--- src/rtl/alu_issue_pkg.sv ---
// Shared decode constants for the RV64I ALU issue stage: ALU opcodes,
// base opcodes, register bus width and the decoded-bundle type.
package alu_issue_pkg;

  localparam int unsigned REG_BUS = 64;

  typedef enum logic [3:0] {
    ALUOP_ADD  = 4'b0000,
    ALUOP_SUB  = 4'b0001,
    ALUOP_XOR  = 4'b0100,
    ALUOP_OR   = 4'b0110,
    ALUOP_AND  = 4'b0111,
    ALUOP_SLL  = 4'b1000,
    ALUOP_SRL  = 4'b1001,
    ALUOP_SRA  = 4'b1011,
    ALUOP_SLT  = 4'b1100,
    ALUOP_SLTU = 4'b1110
  } aluop_e;

  localparam logic [6:0] OPC_LOAD    = 7'b0000011;
  localparam logic [6:0] OPC_OPIMM   = 7'b0010011;
  localparam logic [6:0] OPC_AUIPC   = 7'b0010111;
  localparam logic [6:0] OPC_OPIMM32 = 7'b0011011;
  localparam logic [6:0] OPC_STORE   = 7'b0100011;
  localparam logic [6:0] OPC_OP      = 7'b0110011;
  localparam logic [6:0] OPC_LUI     = 7'b0110111;
  localparam logic [6:0] OPC_OP32    = 7'b0111011;
  localparam logic [6:0] OPC_BRANCH  = 7'b1100011;
  localparam logic [6:0] OPC_JALR    = 7'b1100111;
  localparam logic [6:0] OPC_JAL     = 7'b1101111;

  typedef struct packed {
    aluop_e               aluop;
    logic [REG_BUS-1:0]   op1;
    logic [REG_BUS-1:0]   op2;
    logic [4:0]           rd;
    logic                 rd_we;
    logic                 word;
    logic                 branch;
    logic [2:0]           br_f3;
    logic                 illegal;
  } dec_t;

  // funct3 -> ALU op for the non-alternate OP/OP-IMM encodings
  function automatic aluop_e base_op(input logic [2:0] f3);
    case (f3)
      3'b000:  base_op = ALUOP_ADD;
      3'b001:  base_op = ALUOP_SLL;
      3'b010:  base_op = ALUOP_SLT;
      3'b011:  base_op = ALUOP_SLTU;
      3'b100:  base_op = ALUOP_XOR;
      3'b101:  base_op = ALUOP_SRL;
      3'b110:  base_op = ALUOP_OR;
      default: base_op = ALUOP_AND;
    endcase
  endfunction

endpackage

--- src/rtl/alu_decode.sv ---
// Combinational RV64I decode: instruction, PC and register data to ALU
// opcode, operands and writeback/branch control.
module alu_decode
  import alu_issue_pkg::*;
#(
  parameter int unsigned XLEN = REG_BUS
) (
  input  logic [31:0]     inst_i,
  input  logic [XLEN-1:0] pc_i,
  input  logic [XLEN-1:0] rs1_i,
  input  logic [XLEN-1:0] rs2_i,
  output dec_t            dec_o
);

  logic [6:0]      opc;
  logic [2:0]      f3;
  logic [6:0]      f7;
  logic [4:0]      rd;
  logic [XLEN-1:0] imm_i, imm_s, imm_u, sh6, sh5;
  aluop_e          aluop;
  logic [XLEN-1:0] op1, op2;
  logic            we, word, branch, legal;

  assign opc   = inst_i[6:0];
  assign f3    = inst_i[14:12];
  assign f7    = inst_i[31:25];
  assign rd    = inst_i[11:7];
  assign imm_i = {{(XLEN-12){inst_i[31]}}, inst_i[31:20]};
  assign imm_s = {{(XLEN-12){inst_i[31]}}, inst_i[31:25], inst_i[11:7]};
  assign imm_u = {{(XLEN-32){inst_i[31]}}, inst_i[31:12], 12'b0};
  assign sh6   = {{(XLEN-6){1'b0}}, inst_i[25:20]};
  assign sh5   = {{(XLEN-5){1'b0}}, inst_i[24:20]};

  always_comb begin
    aluop  = ALUOP_ADD;
    op1    = '0;
    op2    = '0;
    we     = 1'b0;
    word   = 1'b0;
    branch = 1'b0;
    legal  = 1'b1;
    case (opc)
      OPC_OP, OPC_OP32: begin
        op1  = rs1_i;
        op2  = rs2_i;
        we   = 1'b1;
        word = (opc == OPC_OP32);
        if (f7 == 7'b0000000)                         aluop = base_op(f3);
        else if (f7 == 7'b0100000 && f3 == 3'b000)    aluop = ALUOP_SUB;
        else if (f7 == 7'b0100000 && f3 == 3'b101)    aluop = ALUOP_SRA;
        else                                          legal = 1'b0;
        if (word && !(f3 == 3'b000 || f3 == 3'b001 || f3 == 3'b101)) legal = 1'b0;
      end
      OPC_OPIMM: begin
        op1   = rs1_i;
        op2   = imm_i;
        we    = 1'b1;
        aluop = base_op(f3);
        if (f3 == 3'b001 || f3 == 3'b101) begin
          op2 = sh6;
          if (inst_i[31:26] == 6'b010000 && f3 == 3'b101) aluop = ALUOP_SRA;
          else if (inst_i[31:26] != 6'b000000)            legal = 1'b0;
        end
      end
      OPC_OPIMM32: begin
        op1   = rs1_i;
        we    = 1'b1;
        word  = 1'b1;
        aluop = base_op(f3);
        case (f3)
          3'b000: op2 = imm_i;
          // 5-bit shamt: a set inst[25] lands in funct7 and fails the check
          3'b001, 3'b101: begin
            op2 = sh5;
            if (f7 == 7'b0100000 && f3 == 3'b101) aluop = ALUOP_SRA;
            else if (f7 != 7'b0000000)            legal = 1'b0;
          end
          default: legal = 1'b0;
        endcase
      end
      OPC_LUI: begin
        op2 = imm_u;
        we  = 1'b1;
      end
      OPC_AUIPC: begin
        op1 = pc_i;
        op2 = imm_u;
        we  = 1'b1;
      end
      OPC_JAL, OPC_JALR: begin
        op1 = pc_i;
        op2 = XLEN'(4);
        we  = 1'b1;
        if (opc == OPC_JALR && f3 != 3'b000) legal = 1'b0;
      end
      OPC_LOAD: begin
        op1   = rs1_i;
        op2   = imm_i;
        we    = 1'b1;
        legal = (f3 != 3'b111);
      end
      OPC_STORE: begin
        op1   = rs1_i;
        op2   = imm_s;
        legal = !f3[2];
      end
      OPC_BRANCH: begin
        op1    = rs1_i;
        op2    = rs2_i;
        branch = 1'b1;
        case (f3[2:1])
          2'b00:   aluop = ALUOP_SUB;
          2'b10:   aluop = ALUOP_SLT;
          2'b11:   aluop = ALUOP_SLTU;
          default: legal = 1'b0;
        endcase
      end
      default: legal = 1'b0;
    endcase

    dec_o    = '0;
    dec_o.rd = rd;
    if (legal) begin
      dec_o.aluop  = aluop;
      dec_o.op1    = op1;
      dec_o.op2    = op2;
      dec_o.rd_we  = we && (rd != 5'd0);
      dec_o.word   = word;
      dec_o.branch = branch;
      dec_o.br_f3  = branch ? f3 : 3'b000;
    end else begin
      dec_o.illegal = 1'b1;
    end
  end

endmodule

--- src/rtl/alu_issue.sv ---
// Operand-issue stage: decodes one instruction per handshake and holds the
// result in a single-entry valid/ready register feeding execute.
module alu_issue
  import alu_issue_pkg::*;
#(
  parameter int unsigned XLEN = REG_BUS
) (
  input  logic            clk,
  input  logic            rst_n,
  input  logic            flush,
  input  logic            in_valid,
  output logic            in_ready,
  input  logic [31:0]     in_inst,
  input  logic [XLEN-1:0] in_pc,
  input  logic [XLEN-1:0] rs1_data,
  input  logic [XLEN-1:0] rs2_data,
  output logic            out_valid,
  input  logic            out_ready,
  output logic [3:0]      out_aluop,
  output logic [XLEN-1:0] out_op1,
  output logic [XLEN-1:0] out_op2,
  output logic [XLEN-1:0] out_pc,
  output logic [4:0]      out_rd,
  output logic            out_rd_we,
  output logic            out_word,
  output logic            out_branch,
  output logic [2:0]      out_br_f3,
  output logic            out_illegal
);

  dec_t            dec_d, dec_q;
  logic [XLEN-1:0] pc_q;
  logic            valid_q;

  alu_decode #(.XLEN(XLEN)) u_decode (
    .inst_i (in_inst),
    .pc_i   (in_pc),
    .rs1_i  (rs1_data),
    .rs2_i  (rs2_data),
    .dec_o  (dec_d)
  );

  assign in_ready = !valid_q || out_ready;

  // flush wins over a same-cycle transfer; payload only loads on a kept transfer
  always_ff @(posedge clk or negedge rst_n) begin
    if (!rst_n) begin
      valid_q <= 1'b0;
      dec_q   <= '0;
      pc_q    <= '0;
    end else if (flush) begin
      valid_q <= 1'b0;
    end else if (in_valid && in_ready) begin
      valid_q <= 1'b1;
      dec_q   <= dec_d;
      pc_q    <= in_pc;
    end else if (out_ready) begin
      valid_q <= 1'b0;
    end
  end

  assign out_valid   = valid_q;
  assign out_aluop   = dec_q.aluop;
  assign out_op1     = dec_q.op1;
  assign out_op2     = dec_q.op2;
  assign out_pc      = pc_q;
  assign out_rd      = dec_q.rd;
  assign out_rd_we   = dec_q.rd_we;
  assign out_word    = dec_q.word;
  assign out_branch  = dec_q.branch;
  assign out_br_f3   = dec_q.br_f3;
  assign out_illegal = dec_q.illegal;

endmodule
--- config.mk ---
export PLATFORM = sky130hd
export DESIGN_NAME = alu_issue
export DESIGN_NICKNAME = d
export VERILOG_FILES = /design/src/rtl/alu_issue_pkg.sv /design/src/rtl/alu_decode.sv /design/src/rtl/alu_issue.sv
export SDC_FILE = /design/constraint.sdc
export NUM_CORES = 1
export LEC_CHECK = 0
export BUFFER_PORTS_ARGS = -buffer_cell sky130_fd_sc_hd__buf_2
export CAP_MARGIN = 20
export CORE_AREA = 3 3 171 173
export DETAILED_ROUTE_END_ITERATION = 6
export DIE_AREA = 0 0 174 176
export GPL_ROUTABILITY_DRIVEN = 0
export PLACE_DENSITY = 0.67
export RECOVER_POWER = 25
export SETUP_SLACK_MARGIN = 0.15
export SKIP_LAST_GASP = 1
export SYNTH_ARGS = -nofsm -noshare
export SYNTH_HDL_FRONTEND = slang
export SYNTH_SLANG_ARGS = --single-unit
--- constraint.sdc ---
create_clock -name clk -period 3.2 [get_ports clk]
set_input_delay 0.32 -clock clk [delete_from_list [all_inputs] [get_ports clk]]
set_output_delay 0.32 -clock clk [all_outputs]
set_load 0.01 [all_outputs]
==> metrics.yaml, run 1 <==
cells_and_area:
  layout.nets: 1677
  area_delta_synth_final_pct: 40.74
  fill_cells: 2772
  drive_gt1_share_pct: 36.77
global_routing:
  track_usage_pct: 20.59
  grtUsageMet1_pct: 26.82
  antenna_found_initial: 4
  grtUsageMet2_pct: 33.83
  top_usage_layer: "met2"
  grt_pass1_vias: 9299
  grt_overflow_total: 0
  grt_max_degree: 110
  grt.met3_usage_pct: 4.624
  grt_pass1_wl_um: 51730
placement:
  io_buffers: 438
  dp_hpwl_um: 23360
timing:
  rsz0062_at_grt: "false"
  worstMarginPinSlew_ps: 2056
  tns_ps: 0
  post-route-period-util_pct: 74.44
  hold_viol: 0
  slew_headroom_pct: -37.09
  max_freq_mhz: 419.8
  final.setup_skew_ps: 6.170
  setup_viol: 0
  period_needed_ps: 2382
  drv_slew: 75
critical_path:
  r2r_start: "out_valid"
  critical_path_required_ps: 3830
  rrSetupSlack_ps: 1160
  start_kind: "input pin"
  critical_path_class: "in -> async"
  arrival_ps: 3010
  end_kind: "async pin"
  crit_start: "rst_n"
  crit_fanout: 76
pwr:
  p_total_mw: 6.619
  power_density_mw_per_mm2: 508.6
  ir_worst_vdd_mv: 0.3475
  p_leak_nw: 6.612
routing:
  dr.pass1.iters: 5
  wire_per_inst_um: 17.88
  viasPerCell: 5.083
  drt_iter0_drc: 627
  postRouteAntennaNets: 0
  wl_um: 33000
  vias: 9379
  drc: 0
clocking:
  clk_path_buf_depth: 3
  cts_tree: "built"
  cts_sinks: 209
  clock_latency_ps: 510
  cts_max_level: 1
  clkTransAtPathRegs_ps: 60
  cts_made_buffers: 24
  cts_setup_buffers: 0
  ctsRootBufferMaster: "clkbuf_16"
synthesis:
  ys_ff_latch: 209
  synth-seq-area-share_pct: 56.56
  ys.flop_type: "dfrtp_1"
  yosys_warnings: 0
  ys_async_sr_fraction_pct: 100.0
  syn_area_per_cell_um2: 9.210
  synth_edf_count: 0
  synth.distinct_cells: 53
  synth_cells: 1004
  synth_nets: 1233
  netlist_area_mm2: 0.009246
die:
  die_y_um: 176
  start_util_pct: 33.28
  die_w_um: 174
  rows: 61
  pin_count: 439
  core_region_area_mm2: 0.02778
  dieArea_mm2: 0.03062
outcome:
  status: "finished, violations left"
  violations: "capacitance limit, slew limit"
min_path:
  worstHoldStart: "in_pc[33]"
  worst_hold_path_type: "in -> reg"
flow_run:
  cap_violations: 1
==> report_power, final <==
part	internal (mW)	switching (mW)
sequential	2.83	0.0986
combinational	0.396	0.580
clock	1.60	1.11
total	4.83	1.79
==> sequential cells by signal, summed over array words and instances, names as in the netlist <==
name and flops:
out_op1 64, out_op2 64, out_pc 64, out_rd 5
out_aluop 4, out_br_f3 3, out_branch 1, out_illegal 1
out_rd_we 1, out_valid 1, out_word 1
==> critical path, stage by stage <==
cell and delay, ps:
dlygate4sd3_1 520, clkbuf_2 1470, clkbuf_2 640
==> metal layers <==
metal  vias to the layer above  wire [um]
li1                       4367          -
met1                      4466      13230
met2                       461      15820
met3                        79       2771
met4                         6       1142
met5                         -         37
==> path summary, 6_finish.rpt <==
| path | endpoint | cells after the start |
|---|---|---|
| setup / recovery | out_pc[39] | 3 |
| hold / removal | out_pc[33] | 3 |
| setup reg to reg | out_op2[52] | 6 |
| hold reg to reg | out_pc[48] | 2 |
| max in group clk | out_op1[51] | 8 |
| min in group asynchronous | out_op2[40] | 2 |
==> synthesized netlist by cell type, drive strengths merged, types with 4 or more instances <==
cell type	n	area [um^2]
nor4	6	52.55
inv	6	22.52
a221oi	21	183.9
a21oi	9	45.04
nor2b	4	25.02
or4	4	33.78
a22oi	71	533.0
o21ai	107	610.6
nand2b	5	31.28
dfrtp	209	5230
a211oi	35	262.8
clkbuf	66	247.7
buf	11	82.57
nor2	45	168.9
and3	4	25.02
nand2	353	1328
==> cells by family after synthesis <==
family / after synthesis / share of synthesized area (%)
and+or+nand+nor: 442 / 19.49
AOI/OAI and AO/OA: 269 / 20.04
DFF: 209 / 56.56
buffers and inverters: 83 / 3.816
xor gates and xnor gates: 1 / 0.09474
==> cell usage in the layout (no fill, tap or decap), types with 5 or more instances in the layout <==
cell type	count
a211oi_1	35
a21oi_1	8
a221oi_1	20
a22oi_1	71
buf_12	7
buf_2	437
buf_4	20
clkbuf_16	25
clkinv_2	6
dfrtp_1	209
dlygate4sd3_1	29
inv_1	6
nand2_1	352
nand2b_1	5
nor2_1	43
o21ai_0	66
o21ai_1	20
o21ai_2	20
==> stage by stage <==
stage | area (um^2) | hold WS [ps] | setup WS (ps) | cells | utilization (%)
global route | 13010 | 16.44 | 457.3 | 1845 | 46.84
detailed placement | 11950 | 409.9 | 483.0 | 1771 | 43.00
global placement | 11950 | 407.2 | 554.5 | 1771 | 43.00
finish | 13010 | 29.52 | 818.0 | 1845 | 46.84
CTS | 13020 | 0.7968 | 1029 | 1844 | 46.87
floorplan | 9246 | 24.41 | 985.4 | 1004 | -
==> cell type report <==
class | count | area (um^2) | share of cell area [%]
Timing Repair Buffer | 495 | 2778 | 21.34
Sequential cell | 209 | 5230 | 40.19
Multi-Input combinational cell | 712 | 3722 | 28.60
Tap cell | 378 | 473.0 | 3.634
Clock inverter | 11 | 90.09 | 0.6922
Antenna cell | 1 | 2.502 | 0.01923
Clock buffer | 33 | 695.7 | 5.346
Inverter | 6 | 22.52 | 0.1731
==> what timing repair did <==
action	CTS	global route
gates resized for setup	0	0
hold endpoints to repair	100	0
hold buffers	29	0
No activity file was read; power rests on OpenSTA's default activity.
==> run 2, diff against run 1 <==
--- a/config.mk
+++ b/config.mk
@@ -5,13 +5,14 @@
 export SDC_FILE = /design/constraint.sdc
 export NUM_CORES = 1
 export LEC_CHECK = 0
+export ABC_AREA = 1
 export BUFFER_PORTS_ARGS = -buffer_cell sky130_fd_sc_hd__buf_2
 export CAP_MARGIN = 20
-export CORE_AREA = 3 3 171 173
+export CORE_AREA = 3 3 172 174
 export DETAILED_ROUTE_END_ITERATION = 6
-export DIE_AREA = 0 0 174 176
+export DIE_AREA = 0 0 175 177
 export GPL_ROUTABILITY_DRIVEN = 0
-export PLACE_DENSITY = 0.67
+export PLACE_DENSITY = 0.74
 export RECOVER_POWER = 25
 export SETUP_SLACK_MARGIN = 0.15
 export SKIP_LAST_GASP = 1
==> constraint.sdc (replaced) <==
create_clock -name clk -period 2.09 [get_ports clk]
set_input_delay 0.209 -clock clk [delete_from_list [all_inputs] [get_ports clk]]
set_output_delay 0.209 -clock clk [all_outputs]
set_load 0.01 [all_outputs]
==> run 2 against run 1 <==
Against the previous run:
- the run now ends clean
- sequential share of layout area decreased by 4.1 points
- critical endpoint is now out_br_f3[0]
- routed wire length increased by 13%
- clock skew increased by 13 ps
- synthesized cell count increased by 44%
- clock power increased by 49%
==> metrics.yaml, run 2 <==
critical_path:
  crit_fanout: 93
  critPathMaxStageDelay_ps: 370
  critical_path_required_ps: 2530
  rrSetupSlack_ps: 470
  critPathTopFamily: "simple AND/OR/NAND/NOR gates"
  cpMaxStageDelayCell: "dfrtp_1"
  path_common_cell: "buf_12"
  start_kind: "register"
  cp_cell_sequence: "inv_1, nor2_1, nor3_2, buf_12, buf_12, nand3_1, nand2_1"
  arrival_ps: 2060
  critical_path_class: "reg -> reg"
  end_kind: "register"
  path_buf_inv: 3
routing:
  postRouteAntennaNets: 0
  drt_iter0_drc: 792
  drc: 0
  vias: 11420
  wl_um: 37190
  dr.pass1.iters: 6
  wire_per_inst_um: 16.08
  viasPerCell: 4.938
synthesis:
  synth-seq-area-share_pct: 50.01
  synth_edf_count: 0
  synth_cells: 1446
  synth.distinct_cells: 23
  ys_async_sr_fraction_pct: 100.0
  ys_ff_latch: 209
  yosys-top-cells-area: "dfrtp_1, nand2_1, nand3_1"
  synth_commonest_cells: "nand2_1, dfrtp_1, nand3_1, nor2_1, clkbuf_1"
  yosys_warnings: 0
  netlist_area_mm2: 0.01046
  post-synth-top-area-fraction_pct: 50.01
  yosysMostFrequentCell: "nand2_1"
  synth_nets: 1675
  syn_area_per_cell_um2: 7.232
  synth_top_cell_by_area: "dfrtp_1"
  ys.flop_type: "dfrtp_1"
timing:
  final.setup_skew_ps: 19.36
  tns_ps: 0
  drv_slew: 0
  rsz0062_at_grt: "false"
  hold_viol: 0
  slew_headroom_pct: 15.70
  setup_viol: 0
  max_freq_mhz: 618.2
  timing.hold.ws_ps: 13.09
  post-route-period-util_pct: 77.40
  period_needed_ps: 1618
  worstMarginPinSlew_ps: 1265
clocking:
  cts_resized: 0
  cts_sinks: 209
  cts_max_level: 1
  ctsRootBufferMaster: "clkbuf_16"
  cts_tree: "built"
  clock_latency_ps: 510
  cts-hold-fix-buffers: 71
  clk_path_buf_depth: 3
  cts_setup_buffers: 0
  clkTransAtPathRegs_ps: 70
  cts_made_buffers: 23
cells_and_area:
  layout_commonest_cell: "nand2_1"
  drive_gt1_share_pct: 26.89
  layout.nets: 2147
  area_delta_synth_final_pct: 38.50
  final_cell_mix: "nand2_1, buf_2, dfrtp_1"
  multiInputGateArea_mm2: 0.004569
  final-seq-area_mm2: 0.005230
  fill_cells: 2666
  final_util_pct: 51.85
die:
  start_util_pct: 37.44
  rows: 61
  die_y_um: 177
  die_w_um: 175
  core_region_area_mm2: 0.02793
  pin_count: 439
  dieArea_mm2: 0.03098
placement:
  io_buffers: 438
  dp_hpwl_um: 25700
global_routing:
  antenna_found_initial: 4
  grt_pass1_vias: 11210
  grt_overflow_total: 0
  grt_pass1_wl_um: 58150
  grt_max_degree: 110
  track_usage_pct: 22.98
pwr:
  p_total_mw: 9.811
  ir_worst_vdd_mv: 0.4351
  power_density_mw_per_mm2: 677.4
  p_leak_nw: 8.921
min_path:
  worst_hold_path_type: "in -> reg"
flow_run:
  cap_violations: 0
outcome:
  status: "complete, no violations"
[run 2: cell types whose count changed in the layout (fill, tap and decap cells not counted), moves of 30 or more]
cell           delta
dlygate4sd3_1    +42
nand2_1         +463
o21ai_0          -56
inv_1            +30
nand3_1         +187
a211oi_1         -35
a22oi_1          -69
[run 2: through the flow]
stage,cell area [um^2],setup slack (ps),instances
finish,14480,472.4,2313
global route,14480,355.7,2313
CTS,14490,463.8,2312
detailed placement,13040,139.7,2200
global placement,13040,226.3,2200
floorplan,10460,452.5,1446
[run 2: per-layer routing]
layer,part of all wire (%),vias up,global-route usage (%)
met5,0.091,-,0
met3,7.9,128,4.676
met4,5.1,6,11.17
met2,48,550,39.18
met1,39,5282,27.86
li1,-,5455,-
[run 2: area by class of cell]
class	instances	area share, %
sequential	209	36.11
timing repair buffer	535	22.86
antenna	1	0.01728
multi-input combinational	1109	31.55
clock inverter	12	0.7947
tap	378	3.265
clock buffer	29	4.337
inverter	40	1.071
[run 2: worst min-delay path, cell delays in order]
cell	delay, ps
buf_2	70
nand2_1	40
nand2_1	50
nand3_1	70
nand2_1	50
[run 2: worst paths after layout]
path,startpoint,to,depth (start not counted)
worst max-delay path,out_valid,out_br_f3[0],7
worst min-delay path,rs1_data[62],out_op1[62],5
worst max register to register,out_valid,out_br_f3[0],7
worst min register to register,out_pc[32],out_pc[32],2
max in group asynchronous,rst_n,out_pc[14],3
min in group asynchronous,rst_n,out_pc[58],2
[run 2: where the power goes]
group          leakage (nW)  internal, mW  switching, mW
clock                 0.368          2.37           1.67
sequential             2.81          4.26          0.113
combinational          5.74         0.570          0.831
total                  8.92          7.20           2.61
[run 2: cell families (layout without fill, tap and decap cells)]
family	Yosys count	in the layout	synth area share, %
AND/OR/NAND/NOR	1065	1065	40.99
flip-flops	209	209	50.01
buffers and inverters	128	616	6.413
AO/OA/AOI/OAI	44	44	2.584
other	0	1	0
==> run 3, diff against run 2 <==
--- a/config.mk
+++ b/config.mk
@@ -5,14 +5,14 @@
 export SDC_FILE = /design/constraint.sdc
 export NUM_CORES = 1
 export LEC_CHECK = 0
-export ABC_AREA = 1
+export ABC_AREA = 0
 export BUFFER_PORTS_ARGS = -buffer_cell sky130_fd_sc_hd__buf_2
 export CAP_MARGIN = 20
-export CORE_AREA = 3 3 172 174
+export CORE_AREA = 3 3 171 173
 export DETAILED_ROUTE_END_ITERATION = 6
-export DIE_AREA = 0 0 175 177
+export DIE_AREA = 0 0 174 176
 export GPL_ROUTABILITY_DRIVEN = 0
-export PLACE_DENSITY = 0.74
+export PLACE_DENSITY = 0.67
 export RECOVER_POWER = 25
 export SETUP_SLACK_MARGIN = 0.15
 export SKIP_LAST_GASP = 1
==> constraint.sdc (replaced) <==
create_clock -name clk -period 1.6 [get_ports clk]
set_input_delay 0.16 -clock clk [delete_from_list [all_inputs] [get_ports clk]]
set_output_delay 0.16 -clock clk [all_outputs]
set_load 0.01 [all_outputs]
==> run 3 against run 2 <==
Against the previous run:
- the flow now finishes with violations (setup timing)
- final cell count down 6.6%
- cell area grew 20%
- sequential cell count did not move
- critical path depth rose by 2
- clock-buffer cell count is 2 higher
- first-iteration DRC count rose by 54%
- via count up 3.4%
- register-to-register slack got worse by 570 ps
- sequential share of layout area fell by 6.0 points
- clock skew fell by 13 ps
- die area decreased by 1.1%
- critical path type is now in -> reg
==> metrics.yaml, run 3 (synthesis gave the netlist of run 1 again) <==
outcome:
  status: "finished, violations left"
  violations: "setup timing"
die:
  pin_count: 439
  die_w_um: 174
  core_region_area_mm2: 0.02778
  rows: 61
  start_util_pct: 33.28
  dieArea_mm2: 0.03062
  die_y_um: 176
cells_and_area:
  final_util_pct: 62.45
  final-seq-area_mm2: 0.005230
  final_area_mm2: 0.01735
  drive_gt1_share_pct: 45.92
  layout.nets: 1990
  final_cells: 2160
  fill_cells: 2091
  final_cell_mix: "buf_2, nand2_1, dlygate4sd3_1"
  area_delta_synth_final_pct: 87.63
  layout_commonest_cell: "buf_2"
  multiInputGateArea_mm2: 0.004395
timing:
  final.setup_skew_ps: 6.255
  hold_viol: 0
  period_needed_ps: 1784
  drv_slew: 0
  setup_viol: 165
  post-route-period-util_pct: 111.5
  setup_slack_ps: -184.3
  slew_headroom_pct: 11.70
  max_freq_mhz: 560.4
  rsz0062_at_grt: "true"
  worstMarginPinSlew_ps: 1324
global_routing:
  grt_max_degree: 63
  antenna_found_initial: 3
  track_usage_pct: 25.07
  grt_overflow_total: 0
  grt_pass1_wl_um: 62090
  grt_pass1_vias: 11350
critical_path:
  start_kind: "input pin"
  rrSetupSlack_ps: -100
  critical_path_required_ps: 2010
  end_kind: "register"
  arrival_ps: 2200
  critical_path_class: "in -> reg"
  crit_fanout: 10
placement:
  placedInstanceArea_mm2: 0.01267
  placed_cells: 1846
  io_buffers: 438
  dp_hpwl_um: 25230
clocking:
  cts_tree: "built"
  cts_made_buffers: 23
  clk_path_buf_depth: 3
  clock_latency_ps: 510
  cts_max_level: 1
  cts_sinks: 209
  ctsRootBufferMaster: "clkbuf_16"
  clkTransAtPathRegs_ps: 60
routing:
  dr.pass1.iters: 6
  drt_iter0_drc: 1220
  wire_per_inst_um: 21.76
  postRouteAntennaNets: 0
  viasPerCell: 5.465
  drc: 0
  vias: 11800
  wl_um: 47010
pwr:
  p_leak_nw: 8.549
  power_density_mw_per_mm2: 834.8
  ir_worst_vdd_mv: 0.5702
min_path:
  worst_hold_path_type: "in -> reg"
flow_run:
  cap_violations: 0
## run 3: path summary, 6_finish.rpt
path	from	endpoint	depth (start not counted)
max in group asynchronous	rst_n	out_op1[44]	3
worst max-delay path	in_inst[28]	out_op1[35]	9
worst min register to register	out_pc[61]	out_pc[61]	2
worst min-delay path	rs1_data[45]	out_op1[45]	3
min in group asynchronous	rst_n	out_op2[7]	2
worst max register to register	out_valid	out_op1[20]	9
## run 3: worst max-delay path: stages
cell,delay (ps)
buf_2,110
or4_4,520
a211o_1,240
a2111o_1,390
nand4_1,110
buf_6,150
nand2_8,110
clkbuf_16,200
o21ai_1,190
## run 3: power by group
part | internal, mW | total, mW | switching, mW
Clock | 3.13 | 5.29 | 2.16
Combinational | 1.61 | 3.21 | 1.60
Sequential | 5.66 | 5.98 | 0.317
Total | 10.4 | 14.5 | 4.08
## run 3: through the flow
stage	setup TNS, ps	worst slack, ps	hold slack, ps	total power, mW
6_report	-13140	-184.3	9.854	14.48
5_1_grt	-21350	-194.9	8.375	14.96
4_1_cts	-4148	-88.68	4.670	13.81
3_5_place_dp	-77480	-647.6	141.6	8.011
3_3_place_gp	-74530	-601.3	133.7	7.973
2_1_floorplan	-45120	-387.8	-135.6	6.783
## run 3: per-layer routing
| layer | routed length, um | part of all wire [%] | track usage (%) |
|---|---|---|---|
| met2 | 22730 | 48 | 43.34 |
| met5 | 0 | 0 | 0 |
| met4 | 2570 | 5.5 | 10.59 |
| met3 | 4592 | 9.8 | 6.731 |
| met1 | 17120 | 36 | 29.55 |
## run 3: timing repair
item	CTS	global route
cloned	5	31
setup buffers	8	14
hold buffers	210	0
hold endpoints to repair	339	0
resized for setup	36	233
setup endpoints to repair	205	206
pin swaps	6	98
## run 3: final cells by class
cell class                      count  share of cell area [%]
Clock buffer                       31                   3.721
Inverter                            6                  0.1298
Multi-Input combinational cell    713                   25.34
Antenna cell                        7                  0.1010
Tap cell                          378                   2.726
Clock inverter                      8                  0.5409
Timing Repair Buffer              808                   37.30
Sequential cell                   209                   30.15
